### src/rtl/outerprodrc_pkg.sv
// Shared definitions for the outer-product array and its controller:
// operand width, operand-pair count width, accumulation window and FSM encodings.
package outerprodrc_pkg;

    localparam int DEF_BITWIDTH = 8;
    localparam int DEF_KWIDTH   = 8;
    localparam int DEF_WIN      = 1 << (DEF_BITWIDTH - 1);

    localparam logic [1:0] ST_IDLE   = 2'd0;
    localparam logic [1:0] ST_FETCH  = 2'd1;
    localparam logic [1:0] ST_RUN    = 2'd2;
    localparam logic [1:0] ST_RESULT = 2'd3;

    // The stochastic window length follows from the sign-magnitude operand width.
    function automatic int win_of(input int bitwidth);
        return 1 << (bitwidth - 1);
    endfunction

endpackage

### src/rtl/outerprodrc_ctrl.sv
// Job controller for the outer-product array: fetches K operand-vector pairs,
// runs the array for one accumulation window each and hands every result downstream.
module outerprodrc_ctrl
    import outerprodrc_pkg::*;
#(
    parameter int BITWIDTH = DEF_BITWIDTH,
    parameter int KWIDTH   = DEF_KWIDTH
) (
    input  logic              iClk,
    input  logic              iRstN,
    input  logic              iStart,
    input  logic [KWIDTH-1:0] iKLen,
    input  logic              iAbort,
    input  logic              iOpVld,
    output logic              oOpRdy,
    output logic              oLoad,
    output logic              oArrClr,
    output logic              oArrEn,
    output logic              oResVld,
    input  logic              iResRdy,
    output logic [KWIDTH-1:0] oKIdx,
    output logic              oBusy,
    output logic              oDone
);

    localparam int                WIN      = win_of(BITWIDTH);
    localparam logic [BITWIDTH-1:0] WIN_LAST = BITWIDTH'(WIN - 1);

    logic [1:0]          state;
    logic [KWIDTH-1:0]   k_len;
    logic [KWIDTH-1:0]   k_idx;
    logic [BITWIDTH-1:0] win_cnt;
    logic                done_q;

    logic abort_act;
    logic load_act;
    logic last_pair;

    // Abort only matters once a job is running, and it overrides every other input.
    assign abort_act = iAbort && (state != ST_IDLE);
    assign load_act  = (state == ST_FETCH) && iOpVld && !iAbort;
    assign last_pair = (k_idx == k_len - KWIDTH'(1));

    always_ff @(posedge iClk or negedge iRstN) begin
        if (!iRstN) begin
            state   <= ST_IDLE;
            k_len   <= '0;
            k_idx   <= '0;
            win_cnt <= '0;
            done_q  <= 1'b0;
        end else begin
            done_q <= 1'b0;
            if (abort_act) begin
                state   <= ST_IDLE;
                k_idx   <= '0;
                win_cnt <= '0;
            end else begin
                case (state)
                    ST_IDLE: begin
                        if (iStart) begin
                            if (iKLen != '0) begin
                                k_len <= iKLen;
                                k_idx <= '0;
                                state <= ST_FETCH;
                            end else begin
                                done_q <= 1'b1;
                            end
                        end
                    end
                    ST_FETCH: begin
                        if (iOpVld) begin
                            win_cnt <= '0;
                            state   <= ST_RUN;
                        end
                    end
                    ST_RUN: begin
                        if (win_cnt == WIN_LAST) begin
                            win_cnt <= '0;
                            state   <= ST_RESULT;
                        end else begin
                            win_cnt <= win_cnt + 1'b1;
                        end
                    end
                    ST_RESULT: begin
                        if (iResRdy) begin
                            if (last_pair) begin
                                done_q <= 1'b1;
                                state  <= ST_IDLE;
                            end else begin
                                k_idx <= k_idx + 1'b1;
                                state <= ST_FETCH;
                            end
                        end
                    end
                    default: state <= ST_IDLE;
                endcase
            end
        end
    end

    // Handshake outputs decode from state so reset forces them low immediately.
    assign oOpRdy  = (state == ST_FETCH) && !iAbort;
    assign oLoad   = load_act;
    assign oArrClr = load_act || abort_act;
    assign oArrEn  = (state == ST_RUN);
    assign oResVld = (state == ST_RESULT);
    assign oKIdx   = k_idx;
    assign oBusy   = (state != ST_IDLE);
    assign oDone   = done_q;

endmodule

### config.mk
export PLATFORM = sky130hd
export DESIGN_NAME = outerprodrc_ctrl
export DESIGN_NICKNAME = d
export VERILOG_FILES = /design/src/rtl/outerprodrc_pkg.sv /design/src/rtl/outerprodrc_ctrl.sv
export SDC_FILE = /design/constraint.sdc
export NUM_CORES = 1
export LEC_CHECK = 0
export CAP_MARGIN = 30
export CORE_MARGIN = 2
export CORE_UTILIZATION = 25
export CTS_BUF_LIST = sky130_fd_sc_hd__clkbuf_8 sky130_fd_sc_hd__clkbuf_16
export CTS_CLUSTER_SIZE = 24
export DETAILED_ROUTE_END_ITERATION = 10
export REMOVE_ABC_BUFFERS = 1
export SLEW_MARGIN = 20
export SYNTH_ARGS = -nofsm -noshare
export SYNTH_HDL_FRONTEND = slang
export SYNTH_SLANG_ARGS = --single-unit
export TNS_END_PERCENT = 1
### constraint.sdc
create_clock -name iClk -period 3.5 [get_ports iClk]
set_clock_uncertainty 0.05 [all_clocks]
set_input_delay 0.525 -clock iClk [delete_from_list [all_inputs] [get_ports iClk]]
set_output_delay 0.525 -clock iClk [all_outputs]
set_load 0.05 [all_outputs]
==> results of run 1 <==
-- layout make-up --
cell class	instances	area (um^2)	share of cell area (%)
flip-flops and latches	27	676	29.9
clock buffers	3	41.3	1.82
multi-input cells	156	1090	48.1
clock inverters	1	5.00	0.221
well taps	99	124	5.47
repair buffers	29	288	12.7
inverters	7	40.0	1.77
-- stage by stage --
step	std cells	worst slack, ps
finish	322	396
global route	322	221
CTS	322	365
detailed placement	318	460
global placement	318	494
floorplan	190	465
-- cells by family (layout without fill, tap and decap cells) --
logic type / count (synthesis) / after routing
compound gates: 51 / 51
xor+xnor: 8 / 8
fa+ha+maj: 7 / 7
buf+inv: 12 / 40
flops: 27 / 27
mux: 7 / 7
simple gates: 83 / 83
-- placed cells by master (no fill, tap or decap), types with 3 or more instances in the layout --
master	instances
clkdlybuf4s50_1	28
nand3b_1	3
o21ai_0	19
nor3_1	3
nand2b_1	5
ha_1	7
clkbuf_8	3
a21oi_1	9
o21ai_1	8
and3_1	4
xor2_1	4
nand2_1	17
mux2_2	6
dfrtp_1	27
xnor2_1	4
inv_1	6
or3_1	4
nor2_1	14
nand3_1	7
-- flip-flops by register name, summed over array words and instances, names as in the netlist --
name	cells
k_len	8
oKIdx	8
win_cnt	8
state	2
oDone	1
-- path summary, 6_finish.rpt --
path | startpoint | to | slack (ps) | depth (start not counted)
setup / recovery | state[0] | oArrClr | 400 | 5
hold reg to reg | win_cnt[2] | win_cnt[2] | 450 | 1
hold / removal | win_cnt[2] | win_cnt[2] | 450 | 1
setup reg to reg | state[0] | oKIdx[5] | 650 | 9
min in group asynchronous | iRstN | state[1] | 580 | 2
max in group asynchronous | iRstN | oKIdx[2] | 2550 | 2
-- metal layers --
metal	global-route usage [%]	vias up	share of wire [%]
met2	17.2	14	47
li1	-	773	-
met4	2.56	0	0.51
met3	1.59	2	2.2
met1	14.5	720	50
met5	0	-	0
-- power by group --
group / switching [W] / internal [W] / total (W)
clock: 0.0000958 / 0.0000796 / 0.000175
sequential: 0.0000965 / 0.000384 / 0.000481
combinational: 0.000502 / 0.000346 / 0.000848
-- critical path: cells and delay by family, from the launching register on --
kind,cells,cell delay [ps]
buffers and inverters,2,880
flip-flops,1,450
AND/OR/NAND/NOR,2,640
adder cells (fa/ha/maj),1,290
==> metrics.yaml, run 1 <==
run_status: "completed"
clkTransAtPathRegs_ps: 90
avgSynthCellArea_um2: 9.51
async_reset_ff_share_pct: 100
grt_first_pass_wirelength_um: 7180
placementRows: 31
total_power_w: 0.00150
drt_first_pass_iters: 4
fin_nets: 245
grt_remaining_overflow: 0
min_period_over_period_pct: 88.7
gp_congestion: 0.782
synthMuxAreaShare_pct: 4.18
grt_pass1_vias: 1473
post_cts_buffers: 0
dpl.hpwl_um: 3200
drtAntennaViolNets: 0
slowest_stage: "clkdlybuf4s50_1"
post_dp_cell_area_um2: 2220
wl_per_cell_um: 12.7
utilization_pct: 31.4
cts_root_buf: "clkbuf_8"
die_width_um: 90.1
rsz0062_at_grt: "no"
max_freq_mhz: 322
synthXorXnorAreaFrac_pct: 3.78
ys_ff_latch: 27
ys_seq_area_share_pct: 36.4
coreArea_um2: 7210
required_ps: 2920
hp-class: "flop to flop"
slew_violations: 0
cts_resized: 0
synthSimpleGateAreaFrac_pct: 28.1
synth-compound-area-share_pct: 17.9
cts_buffers: 3
vias: 1509
cts_hold_buf: 0
synth.area.top_cells: "dfrtp_1, o21ai_0, ha_1, mux2_2, nand2_1"
antenna_found_initial: 0
ys.flop_type: "dfrtp_1"
slew_headroom_pct: 46.1
maxCapViolCount: 0
yosys.area.top_type_share_pct: 36.4
powerDensity_nw_per_um2: 665
yosysWarningCount: 0
htree_levels: 1
fillCellCount: 790
area_growth_pct: 22.1
synth_edf_count: 0
initial_core_util_pct: 25.7
p_leak_nw: 0.897
worstPathArrival_ps: 2530
synth_top_family_by_area: "simple AND/OR/NAND/NOR gates"
ir_worst_vdd_mv: 0.378
num_antenna_cells: 0
grt_use_total_pct: 10.5
setup_viol: 0
worst_setup_path_start_kind: "flop"
synthAdderAreaFrac_pct: 4.72
tns_ps: 0
synth_most_common_cell: "dfrtp_1"
yosysUniqueCellTypes: 53
fin_crit_ps: 3100
ios: 29
portBuffers: 28
critPathCaptureType: "output port"
worstMarginPinSlew_ps: 808
numClockSinks: 27
worstPathCellList: "inv_1 > ha_1 > nand2b_1 > or2b_1 > clkdlybuf4s50_1"
critPathMaxStageDelay_ps: 790
whs_ps: 452
synth_area_um2: 1850
hold_viol: 0
drive_gt1_share_pct: 12.6
clkLatencyLatePin_ps: 270
finalInstanceArea_um2: 2260
crit_fanout: 10
synthesis.instances: 195
route.detailed.drc: 0
clockBufferDepth: 2
ys_top_cells_by_count: "dfrtp_1, o21ai_0, nand2_1"
yosysTopAreaCell: "dfrtp_1"
worst-setup-path-type: "flop to output port"
finalWirelength_um: 4100
die-area_um2: 8120
drtIter0Drc: 61
die_y_um: 90.1
grt_start_max_net_pins: 28
cts_tree: "yes"
via_per_inst: 4.69
Power figures use the tool's default switching activity.
==> inputs of run 2 (changes only) <==
CORE_ASPECT_RATIO = 0.7   (was default)
==> run 2 against run 1 <==
Net effect:
- non-clock buffer count increased by 1
- worst hold slack improved by 17 ps
- register-to-register slack about the same
- sequential cell count unchanged
- setup slack got worse by 55 ps
- combinational power increased by 2%
- wire length increased by 5.6%
- sequential share of layout area decreased by 0.12 points
- first-iteration DRC count increased by 9.8%
- via count increased by 3.4%
- cell area increased by 0.39%
- sequential power about the same
==> metrics.yaml, run 2 (synthesis results as in run 1) <==
grt_use_total_pct: 11.2  # +0.69 points
finalInstanceArea_um2: 2270  # +0.39%
die_y_um: 76.1  # -16%
worstPathCellList: "inv_1 > ha_1 > nand2b_1 > or2b_1 > clkdlybuf4s50_1"
ir_worst_vdd_mv: 0.455  # +20%
drive_gt1_share_pct: 12.9  # +0.39 points
grt_remaining_overflow: 0  # unchanged
max_freq_mhz: 317  # -1.7%
rsz0062_at_grt: "no"
ios: 29  # unchanged
drt_first_pass_iters: 4  # unchanged
worst_setup_path_start_kind: "flop"
dpl.hpwl_um: 3300  # +3.1%
post_cts_buffers: 0  # unchanged
worstMarginPinSlew_ps: 799  # -9.25 ps
post_dp_cell_area_um2: 2220  # +0.28%
powerDensity_nw_per_um2: 675  # +1.6%
via_per_inst: 4.85  # +3.4%
mostFrequentLayoutCells: "clkdlybuf4s50_1, dfrtp_1, o21ai_0"
htree_levels: 1  # unchanged
setup_viol: 0  # unchanged
critPathMaxStageDelay_ps: 690  # -100 ps
final_common_cell: "clkdlybuf4s50_1"
finalWirelength_um: 4330  # +5.6%
gp_congestion: 0.818  # +4.6%
crit_buf_inv: 2  # unchanged
wl_per_cell_um: 13.4  # +5.6%
grt_pass1_vias: 1489  # +1.1%
cts_root_buf: "clkbuf_8"
grt_first_pass_wirelength_um: 7450  # +3.7%
clkTransAtPathRegs_ps: 100  # about the same
cts_tree: "yes"
p_leak_nw: 0.898  # +0.11%
clkLatencyLatePin_ps: 280  # about the same
crit_fanout: 10  # unchanged
cts_buffers: 3  # unchanged
critPathCaptureType: "output port"
fin_crit_ps: 3160  # +54.5 ps
required_ps: 2920  # about the same
antenna_found_initial: 0  # unchanged
run_status: "completed"
grt_start_max_net_pins: 28  # unchanged
maxCapViolCount: 0  # unchanged
fin_nets: 246  # +0.41%
die_width_um: 107  # +19%
vias: 1561  # +3.4%
slew_headroom_pct: 46.8  # +0.62 points
hp-class: "flop to flop"
worst-setup-path-type: "flop to output port"
slew_violations: 0  # unchanged
cts_hold_buf: 0  # unchanged
path_delay_family: "buffers and inverters"
initial_core_util_pct: 25.6  # -0.14 points
worstPathArrival_ps: 2580  # +50 ps
placementRows: 26  # -16%
num_antenna_cells: 0  # unchanged
route.detailed.drc: 0  # unchanged
die-area_um2: 8130  # +0.14%
coreArea_um2: 7250  # +0.55%
cts_resized: 0  # unchanged
tns_ps: 0  # unchanged
portBuffers: 28  # unchanged
numClockSinks: 27  # unchanged
hold_viol: 0  # unchanged
drtAntennaViolNets: 0  # unchanged
slowest_stage: "clkdlybuf4s50_1"
area_growth_pct: 22.5
clockBufferDepth: 2  # unchanged
drtIter0Drc: 67  # +9.8%
min_period_over_period_pct: 90.2  # +1.6 points
run 2: cell count changes in the layout (fill, tap and decap cells not counted), sizes merged:
cell and change:
clkinvlp +1, clkinv -1, buf +1
run 2: path summary, 6_finish.rpt:
| check | cells past startpoint | slack (ps) | end | startpoint |
|---|---|---|---|---|
| worst max-delay path | 5 | 340 | oArrClr | state[0] |
| worst min-delay path | 1 | 470 | win_cnt[2] | win_cnt[2] |
| worst max register to register | 9 | 640 | oKIdx[5] | state[0] |
| worst min register to register | 1 | 470 | win_cnt[2] | win_cnt[2] |
| max in group asynchronous | 2 | 2570 | oKIdx[2] | iRstN |
| min in group asynchronous | 2 | 560 | state[0] | iRstN |
run 2: metrics by stage:
| stage | total power, W | hold WS [ps] | worst slack (ps) | cells | util, % |
|---|---|---|---|---|---|
| after detailed placement | 0.00136 | 454 | 444 | 318 | 30.6 |
| after global routing | 0.00165 | 513 | 223 | 322 | 31.3 |
| after floorplan | 0.00113 | 179 | 465 | 190 | - |
| after CTS | 0.00155 | 473 | 349 | 322 | 31.3 |
| final | 0.00153 | 469 | 341 | 322 | 31.3 |
| after global placement | 0.00134 | 438 | 488 | 318 | 30.6 |
run 2: where the power goes:
part | leakage (nW) | switching (W) | total (W) | internal (W)
Clock | 0.0217 | 0.000108 | 0.000189 | 0.0000810
Combinational | 0.520 | 0.000507 | 0.000864 | 0.000357
Sequential | 0.356 | 0.0000960 | 0.000480 | 0.000384
Total | 0.898 | 0.000711 | 0.00153 | 0.000822
run 2: layout make-up:
cell class | instances | area (um^2)
clock buffers | 3 | 41.3
clock inverters | 1 | 7.51
fillers | 758 | 4980
inverters | 7 | 40.0
multi-input cells | 156 | 1090
flip-flops and latches | 27 | 676
well taps | 98 | 123
repair buffers | 30 | 295
run 2: metal layers:
layer  vias up  routed length, um  share of wire [%]  GRT usage (%)
met5         -                  0                  0              0
met4         0                 45                1.0           2.47
met3         5                109                2.5           1.20
met2        26               1870                 43           16.8
met1       759               2300                 53           17.2
li1        771                  -                  -              -
run 2: worst register-to-register path, delay by kind of cell (launching register included):
kind	cells	cell delay, ps
AND/OR/NAND/NOR	5	1650
buffers and inverters	1	90
AO/OA/AOI/OAI	2	250
adder cells (fa/ha/maj)	1	300
flip-flops	1	450
